File: config.mk
export PLATFORM = sky130hd
export DESIGN_NAME = wb_regfile_flat
export DESIGN_NICKNAME = d
export VERILOG_FILES = /design/src/rtl/wb_regfile_if.sv /design/src/rtl/wb_regfile.sv /design/src/flat_wrapper.sv
export SDC_FILE = /design/constraint.sdc
export NUM_CORES = 2
export LEC_CHECK = 0
export CAP_MARGIN = 5
export CORE_MARGIN = 5
export CORE_UTILIZATION = 37
export DETAILED_ROUTE_END_ITERATION = 10
export REMOVE_ABC_BUFFERS = 1
export SLEW_MARGIN = 20
export SYNTH_ARGS = -nofsm -noshare
export SYNTH_HDL_FRONTEND = slang
export SYNTH_SLANG_ARGS = --single-unit
File: constraint.sdc
create_clock -name clk -period 2.6 [get_ports clk]
set_input_delay 0.26 -clock clk [delete_from_list [all_inputs] [get_ports clk]]
set_output_delay 0.26 -clock clk [all_outputs]
set_load 0.01 [all_outputs]
File: src/rtl/wb_regfile_if.sv
// Bus between the MEM/WB pipeline register, the decode-stage read ports and the
// write-back stage of the 32x32 integer register file.
interface wb_regfile_if #(
  parameter int SIZE = 32
);
  logic [4:0]      RD;
  logic [SIZE-1:0] imm_extended;
  logic [SIZE-1:0] ALU_Result;
  logic [SIZE-1:0] pcplus4;
  logic [SIZE-1:0] mem_data;
  logic            regwrite_en;
  logic [1:0]      wb_src;
  logic [4:0]      rs1;
  logic [4:0]      rs2;
  logic [SIZE-1:0] rd1;
  logic [SIZE-1:0] rd2;
  logic [SIZE-1:0] wb_data;
  logic            wb_valid;
  logic [31:0]     wb_count;

  modport master (
    output RD, imm_extended, ALU_Result, pcplus4, mem_data, regwrite_en, wb_src, rs1, rs2,
    input  rd1, rd2, wb_data, wb_valid, wb_count
  );

  modport slave (
    input  RD, imm_extended, ALU_Result, pcplus4, mem_data, regwrite_en, wb_src, rs1, rs2,
    output rd1, rd2, wb_data, wb_valid, wb_count
  );
endinterface

File: src/rtl/wb_regfile.sv
// Write-back stage: selects the commit value, writes the flop-based register file,
// serves two bypassed read ports and counts committed writes.
module wb_regfile #(
  parameter int SIZE  = 32,
  parameter int NREGS = 32
) (
  input  logic         clk,
  input  logic         rst,
  wb_regfile_if.slave  bus
);

  typedef enum logic [1:0] {
    SRC_ALU = 2'b00,
    SRC_MEM = 2'b01,
    SRC_PC4 = 2'b10,
    SRC_IMM = 2'b11
  } wb_src_e;

  logic [SIZE-1:0] regs_q [NREGS];
  logic [SIZE-1:0] regs_d [NREGS];
  logic [31:0]     wb_count_q;
  logic [31:0]     wb_count_d;
  logic [SIZE-1:0] wb_data;
  logic            wb_valid;
  logic [SIZE-1:0] rd1;
  logic [SIZE-1:0] rd2;

  always_comb begin
    wb_data = bus.ALU_Result;
    case (wb_src_e'(bus.wb_src))
      SRC_ALU: wb_data = bus.ALU_Result;
      SRC_MEM: wb_data = bus.mem_data;
      SRC_PC4: wb_data = bus.pcplus4;
      SRC_IMM: wb_data = bus.imm_extended;
      default: wb_data = bus.ALU_Result;
    endcase
  end

  // Writes to x0 never count as commits, so x0 stays hard-wired to zero.
  assign wb_valid = bus.regwrite_en && (bus.RD != 5'd0);

  // NOTE: every combinational output gets a default first so no path can infer a latch.
  always_comb begin
    regs_d = regs_q;
    wb_count_d = wb_count_q;
    if (wb_valid) begin
      regs_d[bus.RD] = wb_data;
      wb_count_d     = wb_count_q + 32'd1;
    end
  end

  // Bypass lets ID see the value committed on this same edge.
  always_comb begin
    rd1 = regs_q[bus.rs1];
    if (bus.rs1 == 5'd0)
      rd1 = '0;
    else if (wb_valid && (bus.rs1 == bus.RD))
      rd1 = wb_data;
  end

  always_comb begin
    rd2 = regs_q[bus.rs2];
    if (bus.rs2 == 5'd0)
      rd2 = '0;
    else if (wb_valid && (bus.rs2 == bus.RD))
      rd2 = wb_data;
  end

  // NOTE: storage is plain flops so the asynchronous clear reaches every entry;
  // sequential state uses non-blocking assignments only.
  always_ff @(posedge clk or negedge rst) begin
    if (!rst) begin
      for (int i = 0; i < NREGS; i++) regs_q[i] <= '0;
      wb_count_q <= '0;
    end else begin
      regs_q     <= regs_d;
      wb_count_q <= wb_count_d;
    end
  end

  assign bus.wb_data  = wb_data;
  assign bus.wb_valid = wb_valid;
  assign bus.rd1      = rd1;
  assign bus.rd2      = rd2;
  assign bus.wb_count = wb_count_q;

endmodule

File: src/flat_wrapper.sv
// flat-port wrapper written by rule: the top's interface ports become plain ports
module wb_regfile_flat 
#(
  parameter int SIZE  = 32,
  parameter int NREGS = 32
)
  (clk, rst, bus_RD, bus_imm_extended, bus_ALU_Result, bus_pcplus4, bus_mem_data, bus_regwrite_en, bus_wb_src, bus_rs1, bus_rs2, bus_rd1, bus_rd2, bus_wb_data, bus_wb_valid, bus_wb_count);
  wb_regfile_if #(.SIZE(SIZE)) bus_i ();
  input  logic clk;
  input  logic rst;
  input wire logic [$bits(bus_i.RD)-1:0] bus_RD;
  input wire logic [$bits(bus_i.imm_extended)-1:0] bus_imm_extended;
  input wire logic [$bits(bus_i.ALU_Result)-1:0] bus_ALU_Result;
  input wire logic [$bits(bus_i.pcplus4)-1:0] bus_pcplus4;
  input wire logic [$bits(bus_i.mem_data)-1:0] bus_mem_data;
  input wire logic [$bits(bus_i.regwrite_en)-1:0] bus_regwrite_en;
  input wire logic [$bits(bus_i.wb_src)-1:0] bus_wb_src;
  input wire logic [$bits(bus_i.rs1)-1:0] bus_rs1;
  input wire logic [$bits(bus_i.rs2)-1:0] bus_rs2;
  output wire logic [$bits(bus_i.rd1)-1:0] bus_rd1;
  output wire logic [$bits(bus_i.rd2)-1:0] bus_rd2;
  output wire logic [$bits(bus_i.wb_data)-1:0] bus_wb_data;
  output wire logic [$bits(bus_i.wb_valid)-1:0] bus_wb_valid;
  output wire logic [$bits(bus_i.wb_count)-1:0] bus_wb_count;
  assign bus_i.RD = bus_RD;
  assign bus_i.imm_extended = bus_imm_extended;
  assign bus_i.ALU_Result = bus_ALU_Result;
  assign bus_i.pcplus4 = bus_pcplus4;
  assign bus_i.mem_data = bus_mem_data;
  assign bus_i.regwrite_en = bus_regwrite_en;
  assign bus_i.wb_src = bus_wb_src;
  assign bus_i.rs1 = bus_rs1;
  assign bus_i.rs2 = bus_rs2;
  assign bus_rd1 = bus_i.rd1;
  assign bus_rd2 = bus_i.rd2;
  assign bus_wb_data = bus_i.wb_data;
  assign bus_wb_valid = bus_i.wb_valid;
  assign bus_wb_count = bus_i.wb_count;
  wb_regfile #(.SIZE(SIZE), .NREGS(NREGS)) u_core (.clk(clk), .rst(rst), .bus(bus_i));
endmodule
==> flow_metrics.py <==
metrics = {
    "yosys": {
        "synth_edf_count": 0,
        "synthFlopType": "dfrtp_1",
        "yosysUniqueCellTypes": 58,
        "syn_inst": 5237,
        "avgSynthCellArea_sq_um": 10.7,
        "synth_area_sq_um": 55900,
        "yosys_warnings": 0,
        "synthTopCellsByArea": "dfrtp_1 47%, mux4_2 17%, o21ai_0 9.7%",
        "seq_area_frac_synth": 0.473,
        "async_flop_share": 1.00,
        "synth-seq-cells": 1056,
        "synth_top_area_frac": 0.473,
        "yosysTopAreaCell": "dfrtp_1",
    },
    "placement": {
        "hpwl_um": 138000,
        "gp_congestion": 0.880,
        "port_buffers": 276,
        "placed_area_sq_um": 65700,
    },
    "timing": {
        "finalSetupViolCount": 62,
        "finalMaxSlewViolations": 0,
        "clock.fmax_ghz": 0.337,
        "post-route-period-util": 1.14,
        "fin_worst_skew_ps": 15.7,
        "finalHoldViolations": 0,
        "worst_slew_pin_slew_ps": 761,
        "setup_ws_ps": -372,
        "hold_slack_ps": 144,
        "slew_headroom": 0.493,
        "period_minus_slack_ps": 2970,
        "rsz0062_at_grt": "true",
    },
    "route": {
        "via_per_inst": 5.85,
        "ant_nets": 0,
        "wirelength_um": 210000,
        "first_iter_violations": 4374,
        "dr.pass1.iters": 5,
        "vias": 46000,
        "drc": 0,
        "wl_per_cell_um": 26.7,
    },
    "clocking": {
        "ctsHtreeMaxLevel": 3,
        "cts_buffers": 115,
        "clk_pin_slew_ps": 60,
        "cts_tree": "yes",
        "cts-root-buf": "clkbuf_16",
        "insertion_delay_ps": 730,
        "cts_buffer_depth": 3,
        "clock-sinks": 1056,
    },
    "outcome": {
        "status": "complete, but fails checks",
        "failed_checks": "negative setup slack",
    },
    "hold_path": {
        "worstHoldPathType": "in2reg",
    },
    "pwr": {
        "p_leak_nw": 31.8,
        "irDropWorstVdd_mv": 0.525,
        "power_w": 0.0524,
        "cellPowerDensity_nw_per_um2": 732,
    },
    "worst_setup_path": {
        "r2r_start": "u_core.bus.wb_count[3]$_DFFE_PN0P_",
        "critPathArrivalTime_ps": 2710,
        "crit_buf_inv": 2,
        "rrSetupSlack_ps": 520,
        "end_kind": "primary output",
        "worstReg2RegEnd": "u_core.bus.wb_count[30]$_DFFE_PN0P_",
        "worstSetupPathDepth": 8,
        "crit_path_end": "bus_rd2[22]",
        "criticalPathCategory": "reg2out",
        "r2r_cells": 6,
        "path_cells": "buf_4 > mux4_2 > nor2b_1 > a211oi_1 > a21oi_1 > a221oi_2 > a21oi_1 > buf_2",
        "crit_path_start": "u_core.regs_q[406]$_DFFE_PN0P_",
        "start_kind": "flop",
        "cp_common_cell": "a21oi_1",
        "critPathRequiredTime_ps": 2340,
        "cp_slowest_cell": "mux4_2",
        "worst-path-max-fanout": 2,
        "path_delay_family": "compound AO/OA/AOI/OAI gates",
        "critPathMaxStageDelay_ps": 440,
    },
    "finish": {
        "synthToLayoutAreaGrowth_pct": 27.9,
        "fin_nets": 5898,
        "multiInputGateArea_sq_um": 28800,
        "fin_area_sq_um": 71600,
        "drive_above_1_share": 0.300,
        "layout.area.seq_sq_um": 26400,
        "fillers": 13600,
    },
    "die": {
        "design.die.area_sq_um": 159000,
        "die_x_um": 399,
        "die_y_um": 399,
        "ios": 277,
        "core_sq_um": 150000,
        "initial_utilization": 0.373,
        "row_count": 142,
    },
    "global_route": {
        "grt_overflow": 0,
        "grt_use_total": 0.261,
        "antenna_found_initial": 1,
        "grt_max_degree": 98,
        "grt_pass1_vias": 45600,
        "grt_pass1_wl_um": 309000,
    },
    "flow_run": {
        "cap_violations": 0,
    },
}
-- cells in the final DEF (no fill, tap or decap), types with 11 or more instances in the layout --
cell,count
nand3_1,16
a21oi_1,50
xnor2_1,26
a22oi_2,20
a21oi_2,53
a211oi_2,44
nor3_1,13
a211oi_1,23
clkinv_2,26
mux4_2,410
buf_12,165
xor2_1,12
nor2b_1,38
mux2i_1,314
mux2_2,35
buf_4,494
nor2b_4,14
clkbuf_8,26
a221oi_2,62
o21ai_2,52
a221oi_1,65
o21ai_0,1022
buf_6,36
clkbuf_1,24
clkdlybuf4s50_1,193
nand2_4,31
nor2_1,25
bufinv_16,11
nand2_1,1059
buf_2,48
inv_1,41
clkbuf_16,116
dfrtp_1,1056
o21ai_1,15
-- power breakdown --
part,leakage (nW),total (W),switching (W),internal [W]
logic,16.2,0.0130,0.00619,0.00677
registers,13.6,0.0224,0.00261,0.0198
clock network,1.92,0.0170,0.00700,0.00997
-- logic make-up after synthesis --
logic type      Yosys count  share of synthesized area
xor+xnor                 41                    0.00642
fa+ha+maj                 1                   0.000224
mux                     764                      0.229
compound gates         1486                      0.150
flops                  1056                      0.473
buf+inv                 602                     0.0477
simple gates           1287                     0.0937
-- cell type report --
class                   instances  area share
multi-input cells            3579       0.402
diodes                          3    0.000105
clock inverters                43     0.00722
repair buffers                953       0.137
inverters                      44     0.00231
flip-flops and latches       1056       0.369
well taps                    2016      0.0353
clock buffers                 166      0.0468
-- worst min path at each step --
| stage | from | endpoint | slack, ps | depth (start not counted) |
|---|---|---|---|---|
| 2_1_floorplan | rst | u_core.bus.wb_count[0]$_DFFE_PN0P_ | -40 | 0 |
| 4_1_cts | bus_regwrite_en | u_core.bus.wb_count[0]$_DFFE_PN0P_ | 80 | 4 |
| 3_3_place_gp | rst | u_core.regs_q[962]$_DFFE_PN0P_ | 320 | 1 |
| 3_5_place_dp | rst | u_core.regs_q[962]$_DFFE_PN0P_ | 320 | 1 |
| 5_1_grt | bus_regwrite_en | u_core.bus.wb_count[0]$_DFFE_PN0P_ | 150 | 4 |
| 6_report | bus_regwrite_en | u_core.bus.wb_count[0]$_DFFE_PN0P_ | 140 | 4 |
-- tightest hold or removal path: cells and delay by family --
kind / cells / cell delay (ps)
AO/OA/AOI/OAI: 1 / 90
XOR/XNOR: 1 / 60
buffers and inverters: 2 / 420
-- sequential cells by signal (all words and copies together), names as in the netlist --
register,count
u_core.regs_q,1024
u_core.bus.wb_count,32
-- metrics by stage --
| step | setup slack [ps] | util | std cells | setup TNS [ps] |
|---|---|---|---|---|
| detailed placement | -1100 | 0.438 | 7583 | -46140 |
| floorplan | -3180 | - | 4679 | -86810 |
| CTS | -435 | 0.472 | 7832 | -12830 |
| global route | -493 | 0.477 | 7857 | -14640 |
| finish | -372 | 0.477 | 7860 | -9240 |
| global placement | -1130 | 0.438 | 7583 | -46850 |
-- cell usage after synthesis, types with 13 or more instances --
library cell	count
clkbuf_1	433
nor3b_1	13
mux2i_1	319
buf_4	29
a21oi_1	104
mux2_2	35
nor2_1	37
a22oi_1	30
nand3_1	18
buf_6	28
a211oi_1	68
xnor2_1	29
a221oi_1	127
o21ai_0	1086
inv_1	42
nand2_1	1091
nor3_1	18
nor2b_1	55
buf_1	13
buf_2	52
dfrtp_1	1056
mux4_2	410
-- what timing repair did --
action                                  4_1_cts  5_1_grt
setup buffers                                56       29
resized for setup                           547      103
cloned                                        1        0
hold buffers                                  1        0
pin swaps                                   151       78
hold endpoints to repair                     24        0
endpoints found under the setup margin       64       64
-- metal layers --
| layer | routed length, um | part of all wire | GRT usage | up-vias |
|---|---|---|---|---|
| met5 | 0 | 0 | 0 | - |
| met1 | 87100 | 0.41 | 0.359 | 23400 |
| met3 | 19100 | 0.091 | 0.0587 | 378 |
| li1 | - | - | - | 20100 |
| met4 | 8480 | 0.040 | 0.0982 | 0 |
| met2 | 95200 | 0.45 | 0.406 | 2180 |
Power figures use the tool's default switching activity.
